$ cat src/rtl/wb_write_ctrl.sv
// Writeback write-port controller: ALU/load arbitration, load FIFO, r0 suppression, pending scoreboard.
// Optional WB_LD_BYPASS_EN: a load may skip an empty FIFO when the ALU is idle.
module wb_write_ctrl #(
    parameter int unsigned DEPTH      = 4,
    parameter int unsigned STARVE_LIM = 3
) (
    input  logic                     Clk,
    input  logic                     Rst,
    input  logic                     Alu_valid,
    input  logic [4:0]               Alu_rd,
    input  logic [31:0]              Alu_data,
    output logic                     Alu_ready,
    input  logic                     Ld_valid,
    input  logic [4:0]               Ld_rd,
    input  logic [31:0]              Ld_data,
    output logic                     Ld_ready,
    output logic [31:0]              D,
    output logic [31:0]              En,
    output logic [31:0]              Pending,
    output logic [$clog2(DEPTH):0]   Ld_count
);

    localparam int unsigned AW = $clog2(DEPTH);
    localparam int unsigned CW = AW + 1;
    localparam int unsigned SW = (STARVE_LIM < 2) ? 1 : $clog2(STARVE_LIM + 1);

    logic [4:0]       mem_rd_q   [DEPTH];
    logic [31:0]      mem_data_q [DEPTH];
    logic [DEPTH-1:0] live_q, live_d;
    logic [AW-1:0]    rd_ptr_q, rd_ptr_d;
    logic [AW-1:0]    wr_ptr_q, wr_ptr_d;
    logic [CW-1:0]    count_q, count_d;
    logic [SW-1:0]    starve_q, starve_d;
    logic [31:0]      en_q, en_d;
    logic [31:0]      d_q, d_d;

    logic        fifo_empty;
    logic        fifo_full;
    logic        force_drain;
    logic        pop;
    logic        push;
    logic        bypass;
    logic        issue;
    logic [4:0]  issue_rd;
    logic [31:0] issue_data;

    always_comb begin
        fifo_empty  = (count_q == '0);
        fifo_full   = (count_q == CW'(DEPTH));
        force_drain = !fifo_empty && ((starve_q == SW'(STARVE_LIM)) || fifo_full);
        Alu_ready   = !force_drain;
        Ld_ready    = !fifo_full;

        pop        = 1'b0;
        bypass     = 1'b0;
        issue      = 1'b0;
        issue_rd   = '0;
        issue_data = '0;
        starve_d   = starve_q;

        if (force_drain) begin
            pop = 1'b1;
        end else if (Alu_valid) begin
            issue      = 1'b1;
            issue_rd   = Alu_rd;
            issue_data = Alu_data;
            if (!fifo_empty) begin
                starve_d = starve_q + SW'(1);
            end
        end else if (!fifo_empty) begin
            pop = 1'b1;
        end
`ifdef WB_LD_BYPASS_EN
        else if (Ld_valid) begin
            bypass     = 1'b1;
            issue      = 1'b1;
            issue_rd   = Ld_rd;
            issue_data = Ld_data;
        end
`endif

        if (pop) begin
            issue      = 1'b1;
            issue_rd   = mem_rd_q[rd_ptr_q];
            issue_data = mem_data_q[rd_ptr_q];
        end
        if (pop || fifo_empty) begin
            starve_d = '0;
        end

        // Full blocks the push even when this cycle also pops.
        push = Ld_valid && Ld_ready && !bypass;
    end

    always_comb begin
        rd_ptr_d = pop  ? rd_ptr_q + AW'(1) : rd_ptr_q;
        wr_ptr_d = push ? wr_ptr_q + AW'(1) : wr_ptr_q;

        live_d = live_q;
        if (pop) begin
            live_d[rd_ptr_q] = 1'b0;
        end
        if (push) begin
            live_d[wr_ptr_q] = 1'b1;
        end

        unique case ({push, pop})
            2'b10:   count_d = count_q + CW'(1);
            2'b01:   count_d = count_q - CW'(1);
            default: count_d = count_q;
        endcase

        if (issue && (issue_rd != '0)) begin
            en_d = 32'(1) << issue_rd;
            d_d  = issue_data;
        end else begin
            en_d = '0;
            d_d  = d_q;
        end
    end

    always_comb begin
        Pending = '0;
        for (int unsigned i = 0; i < DEPTH; i++) begin
            if (live_q[i] && (mem_rd_q[i] != '0)) begin
                Pending = Pending | (32'(1) << mem_rd_q[i]);
            end
        end
    end

    always_ff @(posedge Clk) begin
        if (Rst) begin
            live_q   <= '0;
            rd_ptr_q <= '0;
            wr_ptr_q <= '0;
            count_q  <= '0;
            starve_q <= '0;
            en_q     <= '0;
            d_q      <= '0;
        end else begin
            live_q   <= live_d;
            rd_ptr_q <= rd_ptr_d;
            wr_ptr_q <= wr_ptr_d;
            count_q  <= count_d;
            starve_q <= starve_d;
            en_q     <= en_d;
            d_q      <= d_d;
        end
    end

    // Storage needs no reset: live_q gates every read of it.
    always_ff @(posedge Clk) begin
        if (push) begin
            mem_rd_q[wr_ptr_q]   <= Ld_rd;
            mem_data_q[wr_ptr_q] <= Ld_data;
        end
    end

    assign D        = d_q;
    assign En       = en_q;
    assign Ld_count = count_q;

endmodule

$ cat config.mk
export PLATFORM = sky130hd
export DESIGN_NAME = wb_write_ctrl
export DESIGN_NICKNAME = d
export VERILOG_FILES = /design/src/rtl/wb_write_ctrl.sv
export SDC_FILE = /design/constraint.sdc
export NUM_CORES = 1
export LEC_CHECK = 0
export CORE_MARGIN = 2
export CORE_UTILIZATION = 55
export CTS_CLUSTER_DIAMETER = 50
export DETAILED_ROUTE_END_ITERATION = 8
export DONT_BUFFER_PORTS = 1
export GPL_TIMING_DRIVEN = 0
export PLACE_DENSITY = 0.8
export SYNTH_ARGS = -nofsm -noshare
export SYNTH_HDL_FRONTEND = slang
export SYNTH_SLANG_ARGS = --single-unit
$ cat constraint.sdc
create_clock -name Clk -period 7 [get_ports Clk]
set_input_delay 1.4 -clock Clk [delete_from_list [all_inputs] [get_ports Clk]]
set_output_delay 1.4 -clock Clk [all_outputs]
set_load 0.1 [all_outputs]
==> impl_metrics.yaml, run 1 <==
layout:
  nNetsFinal: 901
  final_area_um2: 11600
  stdcell_count: 1060
  area_delta_synth_final_pct: 13.63
  antenna_cells: 0
  layout-drive-gt1-share_pct: 17.81
  fillers: 1283
floorplanning:
  chipWidth_um: 140.2
  die_area_um2: 19660
  fp-row-count: 49
  start_util_pct: 56.42
  core_area_um2: 18090
  die_h_um: 140.2
  ioPinCount: 179
synth:
  yosysTopAreaCell: "edfxtp_1"
  ys_seq_area_share_pct: 59.05
  synth_seq_cells: 227
  postSynthCellCount: 773
  syn_avg_cell_area_um2: 13.20
  synth_warnings: 0
  synth_area_um2: 10200
  async_reset_ff_share_pct: 0
  ys.flop_type: "edfxtp_1"
  synth_edf_count: 148
  synth_cell_types: 57
  yosysTopAreaCellShare_pct: 43.55
  synth.area.top_cells: "edfxtp_1 44%, dfxtp_1 15%, mux4_2 8.2%, mux2_4 4.4%, o211ai_1 3.2%"
critical_path:
  crit_start: "Ld_count[2]"
  path_buf_inv: 2
  start_kind: "register"
  cp-end-kind: "output pin"
  r2r_setup_slack_ns: 3.22
  reg2reg_depth: 11
  slowest_stage: "dfxtp_1"
  arrival_ns: 3.07
  worst-path-stages: 3
  r2r_end: "Ld_count[2]"
  critical_path.max_stage_delay_ns: 1.03
  setup.worst_path.class: "reg -> out"
  path_delay_family: "flip-flops"
  worst-endpoint-required_ns: 5.60
  cp_max_fo: 10
  r2r-start: "Ld_count[2]"
  crit_chain: "nor3b_1 -> inv_2 -> clkbuf_2"
routing:
  post-route-drc-count: 0
  viasPerCell: 6.605
  detail-route-antenna-nets: 0
  routed_wl_mm: 26.55
  wl_per_cell_um: 25.04
  vias: 7001
  drt-initial-drc-count: 660
  dr.pass1.iters: 7
sta:
  drv_slew: 0
  fin_crit_sh_pct: 63.86
  skew_ns: 0.01749
  finalSetupViolCount: 0
  worst_slew_pin_slew_ns: 1.253
  rsz0062_at_grt: "no"
  hold_viol: 0
  min_period_ns: 4.470
  tns_ns: 0
  max_freq_mhz: 223.7
  slew_headroom_pct: 18.77
placed_design:
  placedCellCount: 1014
  routabilityCongestion: 0.9630
  dp_hpwl_mm: 17.82
  placed_area_um2: 10750
  port_buffers: 0
flow_run:
  cap_violations: 0
global_route:
  first_global_vias: 6961
  grt_overflow: 0
  grtUsageTotal_pct: 26.61
  grt_pass1_wl_mm: 40.26
  grt_max_degree: 38
  antenna_found_initial: 0
power:
  irDropWorstVdd_mv: 0.2957
  powerDensity_nw_per_um2: 435.4
  power.leakage_nw: 3.814
hold_path:
  hold_depth: 1
  hold_path_end: "starve_q[0]"
  hold_start: "starve_q[0]"
  hp-class: "reg -> reg"
cts:
  cts_tree: "built"
  postCtsHoldBufs: 0
  numClockSinks: 227
  cts_buffers: 25
  cts_resized: 0
  post-cts-setup-buffers: 0
  clockRootBuffer: "clkbuf_16"
  cts_max_level: 1
  clk-insertion-delay-late_ns: 0.54
  clock_path_buffers: 3
  clk_pin_slew_worst_paths_ns: 0.06
status:
  status: "complete, no violations"
==> final cells by class <==
type	count	area, um2	area share (%)
Multi-Input combinational cell	466	3910	33.72
Tap cell	229	286.5	2.471
Timing Repair Buffer	11	187.7	1.618
Inverter	24	90.09	0.7769
Buffer	57	249.0	2.147
Clock buffer	33	708.2	6.107
Clock inverter	13	138.9	1.198
Sequential cell	227	6026	51.96
==> worst register-to-register path, stage by stage (launching register included) <==
cell	delay, ns
dfxtp_1	1.03
nor3b_1	0.66
inv_2	0.28
and2_1	0.24
clkbuf_1	0.20
inv_2	0.08
ha_1	0.18
inv_1	0.06
fa_1	0.37
xor2_1	0.16
or3_1	0.31
a21oi_1	0.13
==> layer usage <==
layer  GRT usage (%)  part of all wire (%)  up-vias
met4           7.815                   2.2        0
li1                -                     -     3101
met2           43.40                    48      412
met5               0                     0        -
met1           34.66                    39     3433
met3           8.239                    11       55
==> flip-flops by register name, summed over array words and instances (netlist names), named ones only <==
register / cells
Ld_count: 3
wr_ptr_q: 2
mem_rd_q: 20
rd_ptr_q: 2
mem_data_q: 128
D: 32
starve_q: 2
En: 32
live_q: 4
==> cells by family (layout without fill, tap and decap cells) <==
logic type | count (synthesis) | in the layout | share of synthesized area [%]
AOI/OAI and AO/OA | 156 | 156 | 10.83
xor gates and xnor gates | 4 | 4 | 0.3434
adders and majority gates | 11 | 11 | 1.422
buffers and inverters | 81 | 138 | 3.311
DFF | 227 | 227 | 59.05
muxes | 70 | 70 | 12.90
other | 1 | 2 | 0.03675
and+or+nand+nor | 223 | 223 | 12.11
==> worst max path at each step <==
stage	endpoint
6_report	Ld_ready
5_1_grt	Ld_ready
4_1_cts	Ld_ready
3_5_place_dp	D[17]
3_3_place_gp	Pending[3]
2_1_floorplan	Alu_ready
==> where the power goes <==
part	switching [mW]	total, mW	internal, mW
Sequential	0.707	2.33	1.63
Combinational	0.832	1.40	0.572
Clock	0.546	1.31	0.766
Total	2.09	5.05	2.96
==> layout by cell type, fill, tap and decap left out, types with 3 or more instances in the layout <==
cell | synthesis | routed
edfxtp_1 | 148 | 148
dfxtp_1 | 79 | 79
clkbuf_1 | 45 | 47
o211ai_1 | 43 | 43
a21oi_1 | 42 | 42
nor2b_1 | 40 | 40
mux4_2 | 37 | 37
nand4_1 | 35 | 35
nand2_1 | 34 | 34
mux2_4 | 30 | 30
nor2_1 | 30 | 29
nor3_1 | 28 | 28
clkbuf_16 | 0 | 26
a22oi_1 | 18 | 18
inv_1 | 21 | 17
o221ai_2 | 0 | 10
ha_1 | 10 | 10
nand3_1 | 9 | 9
a221o_1 | 9 | 9
o21ai_1 | 8 | 8
buf_8 | 0 | 8
nor3b_1 | 7 | 7
nand2b_1 | 7 | 7
inv_2 | 3 | 7
nor4b_1 | 7 | 7
buf_1 | 7 | 7
o22ai_1 | 6 | 6
nand3b_1 | 4 | 4
or3_1 | 4 | 4
buf_6 | 4 | 4
and3_1 | 3 | 3
a32oi_1 | 3 | 3
o32a_1 | 3 | 3
nor4_1 | 3 | 3
clkinv_2 | 0 | 3
clkbuf_8 | 0 | 3
==> through the flow <==
step	util [%]	total power [mW]	worst slack (ns)	hold slack [ns]
after global placement	58.03	3.690	2.571	0.4244
after detailed placement	59.43	3.738	2.848	0.4355
after CTS	64.12	5.049	2.543	0.4437
after floorplan	-	3.394	2.929	0.4080
after global routing	64.12	5.233	2.409	0.4641
final	64.12	5.050	2.530	0.4429
==> cell usage after synthesis, types with 3 or more instances <==
master,instances
edfxtp_1,148
dfxtp_1,79
clkbuf_1,45
o211ai_1,43
a21oi_1,42
nor2b_1,40
mux4_2,37
nand4_1,35
nand2_1,34
mux2_4,30
nor2_1,30
nor3_1,28
inv_1,21
a22oi_1,18
ha_1,10
o221ai_1,10
a221o_1,9
nand3_1,9
o21ai_1,8
buf_1,7
nand2b_1,7
nor3b_1,7
nor4b_1,7
o22ai_1,6
buf_6,4
nand3b_1,4
or3_1,4
a32oi_1,3
and3_1,3
inv_2,3
nor4_1,3
o32a_1,3
No activity file was read; power rests on OpenSTA's default activity.
==> inputs of run 2 (changes only) <==
Settings changed: PLACE_DENSITY 0.8 to 0.83.
Clock period 7 ns to 4 ns, I/O delays scaled along.
==> run 2 against run 1 <==
  * Count of clock-buffer cells in the layout is 3 lower
  * Worst hold slack worse by 0.072 ns
  * Global-route usage is 0.50 points lower
==> impl_metrics.yaml, run 2 (synthesis gave the netlist of run 1 again) <==
global_route:
  grtUsageTotal_pct: 26.11
  antenna_found_initial: 0
  grt_pass1_wl_mm: 39.61
  grt_max_degree: 38
  first_global_vias: 6957
  grt_overflow: 0
routing:
  wl_met3_mm: 2.893
  drt-initial-drc-count: 576
  vias: 7085
  dr_wl_met2_mm: 12.77
  wl_per_cell_um: 24.78
  routed_wl_mm: 26.21
  wl_met1_mm: 9.922
  post-route-drc-count: 0
  viasPerCell: 6.697
  top_layer: "met4"
  dr.pass1.iters: 5
  detail-route-antenna-nets: 0
critical_path:
  start_kind: "register"
  worst-endpoint-required_ns: 3.20
  setup.worst_path.class: "reg -> out"
  r2r_setup_slack_ns: 0.32
  cp_max_fo: 10
  cp-end-kind: "output pin"
  arrival_ns: 2.99
sta:
  slew_headroom_pct: 18.26
  min_period_ns: 3.786
  skew_ns: 0.01460
  max_freq_mhz: 264.1
  drv_slew: 0
  hold_viol: 0
  finalSetupViolCount: 0
  timing.hold.ws_ns: 0.3708
  tns_ns: 0
  worst_slew_pin_slew_ns: 1.224
  fin_crit_sh_pct: 94.65
  rsz0062_at_grt: "no"
floorplanning:
  die_h_um: 140.2
  fp-row-count: 49
  start_util_pct: 56.42
  core_area_um2: 18090
  chipWidth_um: 140.2
  ioPinCount: 179
  die_area_um2: 19660
cts:
  cts_buffers: 24
  clk_pin_slew_worst_paths_ns: 0.06
  cts_resized: 0
  cts_tree: "built"
  postCtsHoldBufs: 0
  clockRootBuffer: "clkbuf_16"
  post-cts-setup-buffers: 0
  cts_max_level: 1
  clock_path_buffers: 3
  clk-insertion-delay-late_ns: 0.52
  numClockSinks: 227
placed_design:
  placed_area_um2: 10730
  routabilityCongestion: 0.9516
  port_buffers: 0
  dp_hpwl_mm: 17.37
power:
  powerDensity_nw_per_um2: 769.0
  internal_power_mw: 5.340
  pwr-share-seq_pct: 45.8
  irDropWorstVdd_mv: 0.5347
  p_clk_share_pct: 27.0
  power.leakage_nw: 3.820
  p_total_mw: 8.927
  p_sw_mw: 3.587
  switching_share_pct: 40.18
  pwr-share-comb_pct: 27.2
layout:
  utilization_pct: 64.19
  largest_register_ffs: 128
  area_delta_synth_final_pct: 13.77
  final_common_cell: "edfxtp_1"
  final_area_um2: 11610
  regMostFlops: "mem_data_q"
  nNetsFinal: 899
  most-common-layout-cells: "148 x edfxtp_1, 78 x dfxtp_1, 47 x clkbuf_1"
  layout-drive-gt1-share_pct: 17.63
flow_run:
  cap_violations: 0
hold_path:
  hp-class: "in -> reg"
status:
  status: "complete, no violations"
-- run 2: layer usage --
| layer | GRT usage, % | up-vias |
|---|---|---|
| met5 | 0 | - |
| met4 | 7.230 | 0 |
| met3 | 7.248 | 55 |
| met2 | 44.01 | 424 |
| met1 | 33.46 | 3513 |
| li1 | - | 3093 |
-- run 2: cell type report --
class,instances,area (um2)
antenna,1,2.502
buffer,57,249.0
clock buffer,30,653.1
clock inverter,14,224.0
fill,1254,6476
inverter,24,90.09
multi-input combinational,466,3910
sequential,227,6027
tap,229,286.5
timing repair buffer,10,167.7
-- run 2: worst paths after layout --
kind | end | start | cells past startpoint
max | Ld_ready | Ld_count[0] | 4
min | mem_data_q[2][17] | Ld_data[17] | 0
max reg2reg | Ld_count[2] | Ld_count[0] | 12
min reg2reg | starve_q[0] | starve_q[0] | 1
-- run 2: power groups by stage --
stage                     registers, mW  clock network [mW]  logic, mW
after floorplan                    4.05                   0       1.89
after global placement             4.12                   0       2.31
after detailed placement           4.13                   0       2.38
after CTS                          4.10                2.42       2.42
after global routing               4.12                2.51       2.60
final                              4.09                2.41       2.43
-- run 2: worst max-delay path, stage by stage, from the launching register on --
cell,delay [ns]
dfxtp_1,0.99
clkbuf_1,0.34
nor3b_1,0.19
inv_2,0.31
clkbuf_2,0.63
-- run 2: per-stage QoR --
stage	instances	setup WS, ns
6_report	1058	0.2138
5_1_grt	1057	0.08847
4_1_cts	1057	0.1508
3_5_place_dp	1013	0.2412
3_3_place_gp	1003	-0.08044
2_1_floorplan	774	0.5290
